--- src/rtl/piece_input_ctrl.sv ---
// Push-button conditioner for the moving-piece stage: synchronise, debounce and
// resolve the up/down buttons, then emit one command per press with hold-to-repeat.
module piece_input_ctrl #(
  parameter int DEBOUNCE_TICKS = 4,
  parameter int REPEAT_DELAY   = 15,
  parameter int REPEAT_RATE    = 1,
  parameter bit BTN_ACTIVE_LOW = 1'b0
) (
  input  logic       clk_refresh,
  input  logic       reset,
  input  logic       btn_down_raw,
  input  logic       btn_up_raw,
  output logic [1:0] controller
);

  localparam int DB_W    = $clog2(DEBOUNCE_TICKS + 1);
  localparam int RPT_MAX = (REPEAT_DELAY > REPEAT_RATE) ? REPEAT_DELAY : REPEAT_RATE;
  localparam int RPT_W   = $clog2(RPT_MAX + 1);

  localparam logic [DB_W-1:0]  DB_LAST    = DB_W'(DEBOUNCE_TICKS - 1);
  localparam logic [RPT_W-1:0] DELAY_LAST = RPT_W'(REPEAT_DELAY - 1);
  localparam logic [RPT_W-1:0] RATE_LAST  = RPT_W'(REPEAT_RATE - 1);
  localparam logic [1:0]       IDLE_LVL   = {2{BTN_ACTIVE_LOW}};

  // Direction codes line up with the controller bits (bit1 = down, bit0 = up).
  typedef enum logic [1:0] {
    DIR_NONE = 2'b00,
    DIR_UP   = 2'b01,
    DIR_DOWN = 2'b10
  } dir_e;

  typedef enum logic [1:0] {
    S_IDLE,
    S_FIRE,
    S_DELAY,
    S_REPEAT
  } state_e;

  logic [1:0]       sync1_q, sync1_d;
  logic [1:0]       sync2_q, sync2_d;
  logic [1:0]       pressed;
  logic [1:0]       db_q, db_d;
  logic [DB_W-1:0]  db_cnt_q [2];
  logic [DB_W-1:0]  db_cnt_d [2];
  logic [1:0]       rise;
  dir_e             last_q, last_d;
  dir_e             dir_now;
  dir_e             dir_q, dir_d;
  state_e           state_q, state_d;
  logic [RPT_W-1:0] cnt_q, cnt_d;
  logic [1:0]       ctrl_q, ctrl_d;

  // Synchroniser, index 1 = down, index 0 = up.
  always_comb begin
    sync1_d = {btn_down_raw, btn_up_raw};
    sync2_d = sync1_q;
    pressed = sync2_q ^ IDLE_LVL;
  end

  // Debounce: accept a new level only after DEBOUNCE_TICKS consecutive differing samples.
  always_comb begin
    db_d = db_q;
    for (int i = 0; i < 2; i++) begin
      db_cnt_d[i] = db_cnt_q[i];
      if (pressed[i] == db_q[i]) begin
        db_cnt_d[i] = '0;
      end else if (db_cnt_q[i] == DB_LAST) begin
        db_d[i]     = pressed[i];
        db_cnt_d[i] = '0;
      end else begin
        db_cnt_d[i] = db_cnt_q[i] + DB_W'(1);
      end
    end
  end

  // Last-pressed tracking; a tie on the same edge leaves neither as the winner.
  always_comb begin
    rise   = db_d & ~db_q;
    last_d = last_q;
    case (rise)
      2'b01:   last_d = DIR_UP;
      2'b10:   last_d = DIR_DOWN;
      2'b11:   last_d = DIR_NONE;
      default: last_d = last_q;
    endcase
    case (db_q)
      2'b01:   dir_now = DIR_UP;
      2'b10:   dir_now = DIR_DOWN;
      2'b11:   dir_now = last_q;
      default: dir_now = DIR_NONE;
    endcase
  end

  // Any change of direction while engaged drops to IDLE first, which forces a
  // 00 tick between opposite commands.
  always_comb begin
    state_d = state_q;
    dir_d   = dir_q;
    cnt_d   = cnt_q;
    if (state_q == S_IDLE) begin
      if (dir_now != DIR_NONE) begin
        state_d = S_FIRE;
        dir_d   = dir_now;
      end
    end else if (dir_now != dir_q) begin
      state_d = S_IDLE;
    end else begin
      case (state_q)
        S_FIRE: begin
          cnt_d   = '0;
          state_d = (REPEAT_DELAY == 0) ? S_REPEAT : S_DELAY;
        end
        S_DELAY: begin
          if (cnt_q == DELAY_LAST) begin
            state_d = S_REPEAT;
            cnt_d   = '0;
          end else begin
            cnt_d = cnt_q + RPT_W'(1);
          end
        end
        S_REPEAT: cnt_d = (cnt_q == RATE_LAST) ? '0 : cnt_q + RPT_W'(1);
        default:  state_d = S_IDLE;
      endcase
    end

    ctrl_d = 2'b00;
    case (state_d)
      S_FIRE:   ctrl_d = dir_d;
      S_REPEAT: ctrl_d = (cnt_d == '0) ? dir_d : 2'b00;
      default:  ctrl_d = 2'b00;
    endcase
  end

  always_ff @(posedge clk_refresh or posedge reset) begin
    if (reset) begin
      sync1_q <= IDLE_LVL;
      sync2_q <= IDLE_LVL;
      db_q    <= 2'b00;
      for (int i = 0; i < 2; i++) db_cnt_q[i] <= '0;
      last_q  <= DIR_NONE;
      dir_q   <= DIR_NONE;
      state_q <= S_IDLE;
      cnt_q   <= '0;
      ctrl_q  <= 2'b00;
    end else begin
      sync1_q <= sync1_d;
      sync2_q <= sync2_d;
      db_q    <= db_d;
      for (int i = 0; i < 2; i++) db_cnt_q[i] <= db_cnt_d[i];
      last_q  <= last_d;
      dir_q   <= dir_d;
      state_q <= state_d;
      cnt_q   <= cnt_d;
      ctrl_q  <= ctrl_d;
    end
  end

  assign controller = ctrl_q;

endmodule

--- config.mk ---
export PLATFORM = sky130hd
export DESIGN_NAME = piece_input_ctrl
export DESIGN_NICKNAME = d
export VERILOG_FILES = /design/src/rtl/piece_input_ctrl.sv
export SDC_FILE = /design/constraint.sdc
export NUM_CORES = 1
export LEC_CHECK = 0
export BUFFER_PORTS_ARGS = -buffer_cell sky130_fd_sc_hd__buf_2
export CAP_MARGIN = 20
export CORE_MARGIN = 1.5
export CORE_UTILIZATION = 45
export CTS_CLUSTER_SIZE = 20
export DETAILED_ROUTE_END_ITERATION = 12
export HOLD_SLACK_MARGIN = 0.15
export PLACE_DENSITY = 0.65
export REMOVE_ABC_BUFFERS = 1
export SKIP_LAST_GASP = 1
export SYNTH_ARGS = -nofsm -noshare
export SYNTH_HDL_FRONTEND = slang
export SYNTH_SLANG_ARGS = --single-unit
--- constraint.sdc ---
create_clock -name clk_refresh -period 3.3 [get_ports clk_refresh]
set_input_delay 0.495 -clock clk_refresh [delete_from_list [all_inputs] [get_ports clk_refresh]]
set_output_delay 0.495 -clock clk_refresh [all_outputs]
set_load 0.03 [all_outputs]
After elaboration in Yosys (flattened, before gate mapping)

Index checks and enable logic that the tools add are counted.

Flip-flop bits (word level): 24
Bits in latches: 0
Bits in writable memories: 0
Memory bits (read-only): 0
Output and inout bits: 2
Memories kept: 0

Add/sub/neg operators: 3
Multiply operators: 0
Divide/modulo/power cells: 0
Magnitude comparators: 0
Equal/unequal tests: 17
Shift operators: 0
Mux-type cells: 24
Bitwise operators: 2
Reduce and logical (&&, ||, !) cells: 5

Operators by type and width:

| kind                                                 | count |
|---|---|
| one-hot mux 2 bit (3 select lines)                   | 3 |
| 2-to-1 mux 4 bit                                     | 4 |
| equality test 2 bit (second input constant)          | 7 |
| 2-to-1 mux 2 bit                                     | 7 |
| 2-to-1 mux 3 bit                                     | 4 |
| one-hot mux 4 bit (3 select lines)                   | 1 |
| equality test 2 x 1 -> 1 bit (second input constant) | 4 |
| logical NOT 4 bit                                    | 2 |
| adder 3 x 1 -> 3 bit (second input constant)         | 2 |
| equality test 3 x 2 -> 1 bit (second input constant) | 2 |
| adder 4 x 1 -> 4 bit (second input constant)         | 1 |
| equality test 4 bit (second input constant)          | 1 |
| 2-to-1 mux 1 bit                                     | 4 |
| one-hot mux 2 bit (2 select lines)                   | 1 |
| nonzero test 3 bit                                   | 1 |
| AND 2 bit                                            | 1 |
| equality test 1 bit                                  | 2 |
| logical NOT 2 bit                                    | 1 |
| != test 2 bit                                        | 1 |
| NOT 2 bit                                            | 1 |
| nonzero test 2 bit                                   | 1 |

Longest topological paths before layout

Depth after elaboration: 8
Mapped depth: 7
Gate-level depth less buffers: 7

Least setup slack after synthesis

OpenSTA, ideal clock, no wires.

Kind: register -> register
Start point: register cnt_q[0]
End point: register cnt_q[2]
Library setup time: 0.121 ns
Arrival: 1.577 ns
Data required time: 3.179 ns
Setup slack: 1.602 ns
Stages on the path, launching flop included: 8
Period minus slack after synthesis: 1.698 ns
Cell sequence: dfrtp_1 inv_1 ha_1 nand3_1 o211ai_1 nor2_1 a211o_1 a22o_1

Cells in the longest elaborated chain, start to end: 5
Elaborated cells on any way between the ends: 8
Those cells by class: add/sub: 1; eq/ne: 1; mux: 5; reduce/logical: 1

Ends and longest elaborated chain:

| item                                         | line     | text |
|---|---|---|
| start: declaration                           | 50       | `logic [RPT_W-1:0] cnt_q, cnt_d;` |
| start signal: assignment                     | 153      | `cnt_q <= cnt_d;` |
| adder 4 x 1 -> 4 bit (tied with other cells) | 118, 121 |  |
| 2-to-1 mux 4 bit (on tied branches)          | 121, 114 |  |
| one-hot mux 4 bit (3 select lines) *         | 108      | `case (state_q)` |
| 2-to-1 mux 4 bit *                           | 105      | `end else if (dir_now != dir_q) begin` |
| 2-to-1 mux 4 bit *                           | 100      | `if (state_q == S_IDLE) begin` |
| named net cnt_d[2]                           | 50       |  |

The timed path passes the listed nets; every way through them passes the cells marked *.
A chain may end at the register's enable or synchronous reset.

Worst setup path in the final report

Ends and elaborated chain as after synthesis.

==> results.tsv <==
metric	value	unit
status	complete, no violations	
die_h	55.2	um
startpoint_type	flop	
cts_buffer_depth	2	
synth_flop_cell	dfrtp_1	
routabilityCongestion	0.727	
syn_avg_cell_area	11.0	um^2
hold_path.class	in2reg	
cts_buffers	3	
row_count	18	
slew_violations	0	
post-route-util	51.8	%
vias	816	
wl_per_cell	12.8	um
combPwrFrac	39.9	%
ys_seq_area_share	48.9	%
grt_first_pass_wirelength	3330	um
grt.overflow.total	0	
hpwlAfterDp	1390	um
ys_ff_latch	24	
grt_max_degree	25	
critPathArrivalTime	2.06	ns
fin_cells	149	
fillers	231	
period_minus_slack	1.86	ns
cts_sinks	24	
start_util	48.7	%
drt-initial-drc-count	30	
routed_wl	1900	um
placed_area	0.00127	mm^2
switchingPower	427	uW
skew	0.00509	ns
fin_crit_sh	56.3	%
n_antenna_cell	0	
hold_viol	0	
die-area	0.00305	mm^2
drive_gt1_share	16.0	%
path_clk_slew	0.13	ns
nNetsFinal	129	
h-tree-depth	1	
placed_cells	145	
syn_area	0.00123	mm^2
ir_drop	434	uV
p_seq_share	45.8	%
max_freq	538	MHz
cts_tree	done	
drtAntennaViolNets	0	
finalSetupViolCount	0	
synth-edff-count	0	
leakage	0.000580	uW
cp-end-kind	flop	
firstDrtPassIters	4	
die_w	55.2	um
register_area	601	um^2
relSlewSlack	42.1	%
required	3.51	ns
cts_resized	0	
rsz0062_at_grt	no	
post_cts_buffers	0	
clock_latency	0.31	ns
grt_pass1_vias	808	
pin_count	6	
p_sw_share	40.1	%
ys_warn_count	0	
antenna_found_initial	0	
intPower	638	uW
synth_cell_types	37	
fp.coreArea	0.00252	mm^2
drv_cap	0	
via_per_inst	5.48	
remaining_drc_errors	0	
fin_area	0.00131	mm^2
multi_input_area	567	um^2
syn_to_final_growth	6.52	%
power_density	815	mW/mm^2
io_buffers	5	
worst_slew_pin_slew	0.867	ns
cts_hold_buf	0	
crit_type	reg2reg	
tns	0	ns
synthArstFlopShare	100	%
grt_usage	13.6	%
whs	0.282	ns
syn_inst	112	
crit_fanout	7	
p_clk_share	14.3	%
cts-root-buf	clkbuf_4	
## state kept, by name, indices dropped and copies added (netlist names)
signal / count
last_q: 2
db_cnt_q: 6
controller: 2
sync1_q: 2
cnt_q: 4
pressed: 2
db_q: 2
state_q: 2
dir_q: 2
## cell type report
type	instances	share of cell area (%)
repair buffers	5	1.91
well taps	30	2.87
flip-flops and latches	24	45.9
inverters	11	3.16
multi-input cells	75	43.3
clock buffers	4	2.78
## placed cells by master, fill, tap and decap left out, types with 2 or more instances in the layout
cell type	count
nor3_1	5
nor3b_2	2
clkbuf_4	3
xnor2_1	3
mux2_4	2
inv_1	11
buf_2	5
nand3_1	2
a22o_1	2
nor2b_1	5
o21ai_0	4
nor2_1	12
o21a_1	2
a211oi_1	4
nand2_1	5
dfrtp_1	24
ha_1	5
nor3b_1	3
## metrics by stage
stage | power [uW] | setup WS (ns)
final | 1070 | 1.44
after global routing | 1150 | 1.28
after CTS | 1070 | 1.43
after detailed placement | 919 | 1.44
after global placement | 898 | 1.51
after floorplan | 822 | 1.60
## final timing paths
| check | endpoint | depth (start not counted) | slack (ns) | from |
|---|---|---|---|---|
| worst min-delay path | sync1_q[0]$_DFF_PP0_ | 1 | 0.28 | btn_up_raw |
| worst max register to register | cnt_q[2]$_DFF_PP0_ | 7 | 1.44 | cnt_q[0]$_DFF_PP0_ |
| worst min register to register | pressed[0]$_DFF_PP0_ | 0 | 0.37 | sync1_q[0]$_DFF_PP0_ |
| max in group asynchronous | db_cnt_q[1]$_DFF_PP0_ | 2 | 2.42 | reset |
| min in group asynchronous | sync1_q[0]$_DFF_PP0_ | 2 | 0.34 | reset |
| worst max-delay path | cnt_q[2]$_DFF_PP0_ | 7 | 1.44 | cnt_q[0]$_DFF_PP0_ |
## per-layer routing
metal	wire [um]	vias to the layer above	GRT usage [%]
met5	0	-	0
met1	969	401	16.9
met4	18	0	6.27
met2	878	8	23.0
met3	37	2	2.11
li1	-	405	-
## cell families after synthesis
logic type / Yosys count / synth area share [%]
fa+ha+maj: 5 / 5.10
flops: 24 / 48.9
buf+inv: 13 / 4.89
xor+xnor: 3 / 2.14
mux: 3 / 3.36
simple gates: 40 / 18.3
compound gates: 24 / 17.2
## power groups by stage
stage	Clock (uW)	Sequential, uW	Combinational [uW]
2_1_floorplan	0	484	338
6_report	152	488	425
3_3_place_gp	0	486	412
3_5_place_dp	0	493	426
5_1_grt	168	504	483
4_1_cts	159	486	430
## worst max-delay path: stages, from the launching register on
cell	delay, ns
dfrtp_1	0.45
inv_1	0.11
ha_1	0.15
nand3_1	0.09
o211ai_1	0.44
nor2_1	0.08
a211o_1	0.27
a22o_1	0.17
## synthesized netlist by cell type, types with 2 or more instances
library cell / count / share of area [%]
o21ai_0: 4 / 1.6
nor2b_1: 5 / 2.5
ha_1: 5 / 5.1
nand3_1: 2 / 0.82
o21a_1: 2 / 1.2
a22o_1: 2 / 1.4
mux2_4: 2 / 2.4
inv_1: 11 / 3.4
xnor2_1: 3 / 2.1
a211oi_1: 4 / 2.4
nor3_1: 5 / 2.0
dfrtp_1: 24 / 49
nand2_1: 5 / 1.5
nor3b_1: 3 / 1.8
nor3b_2: 2 / 2.0
nor2_1: 12 / 3.7
Power figures use the tool's default switching activity.
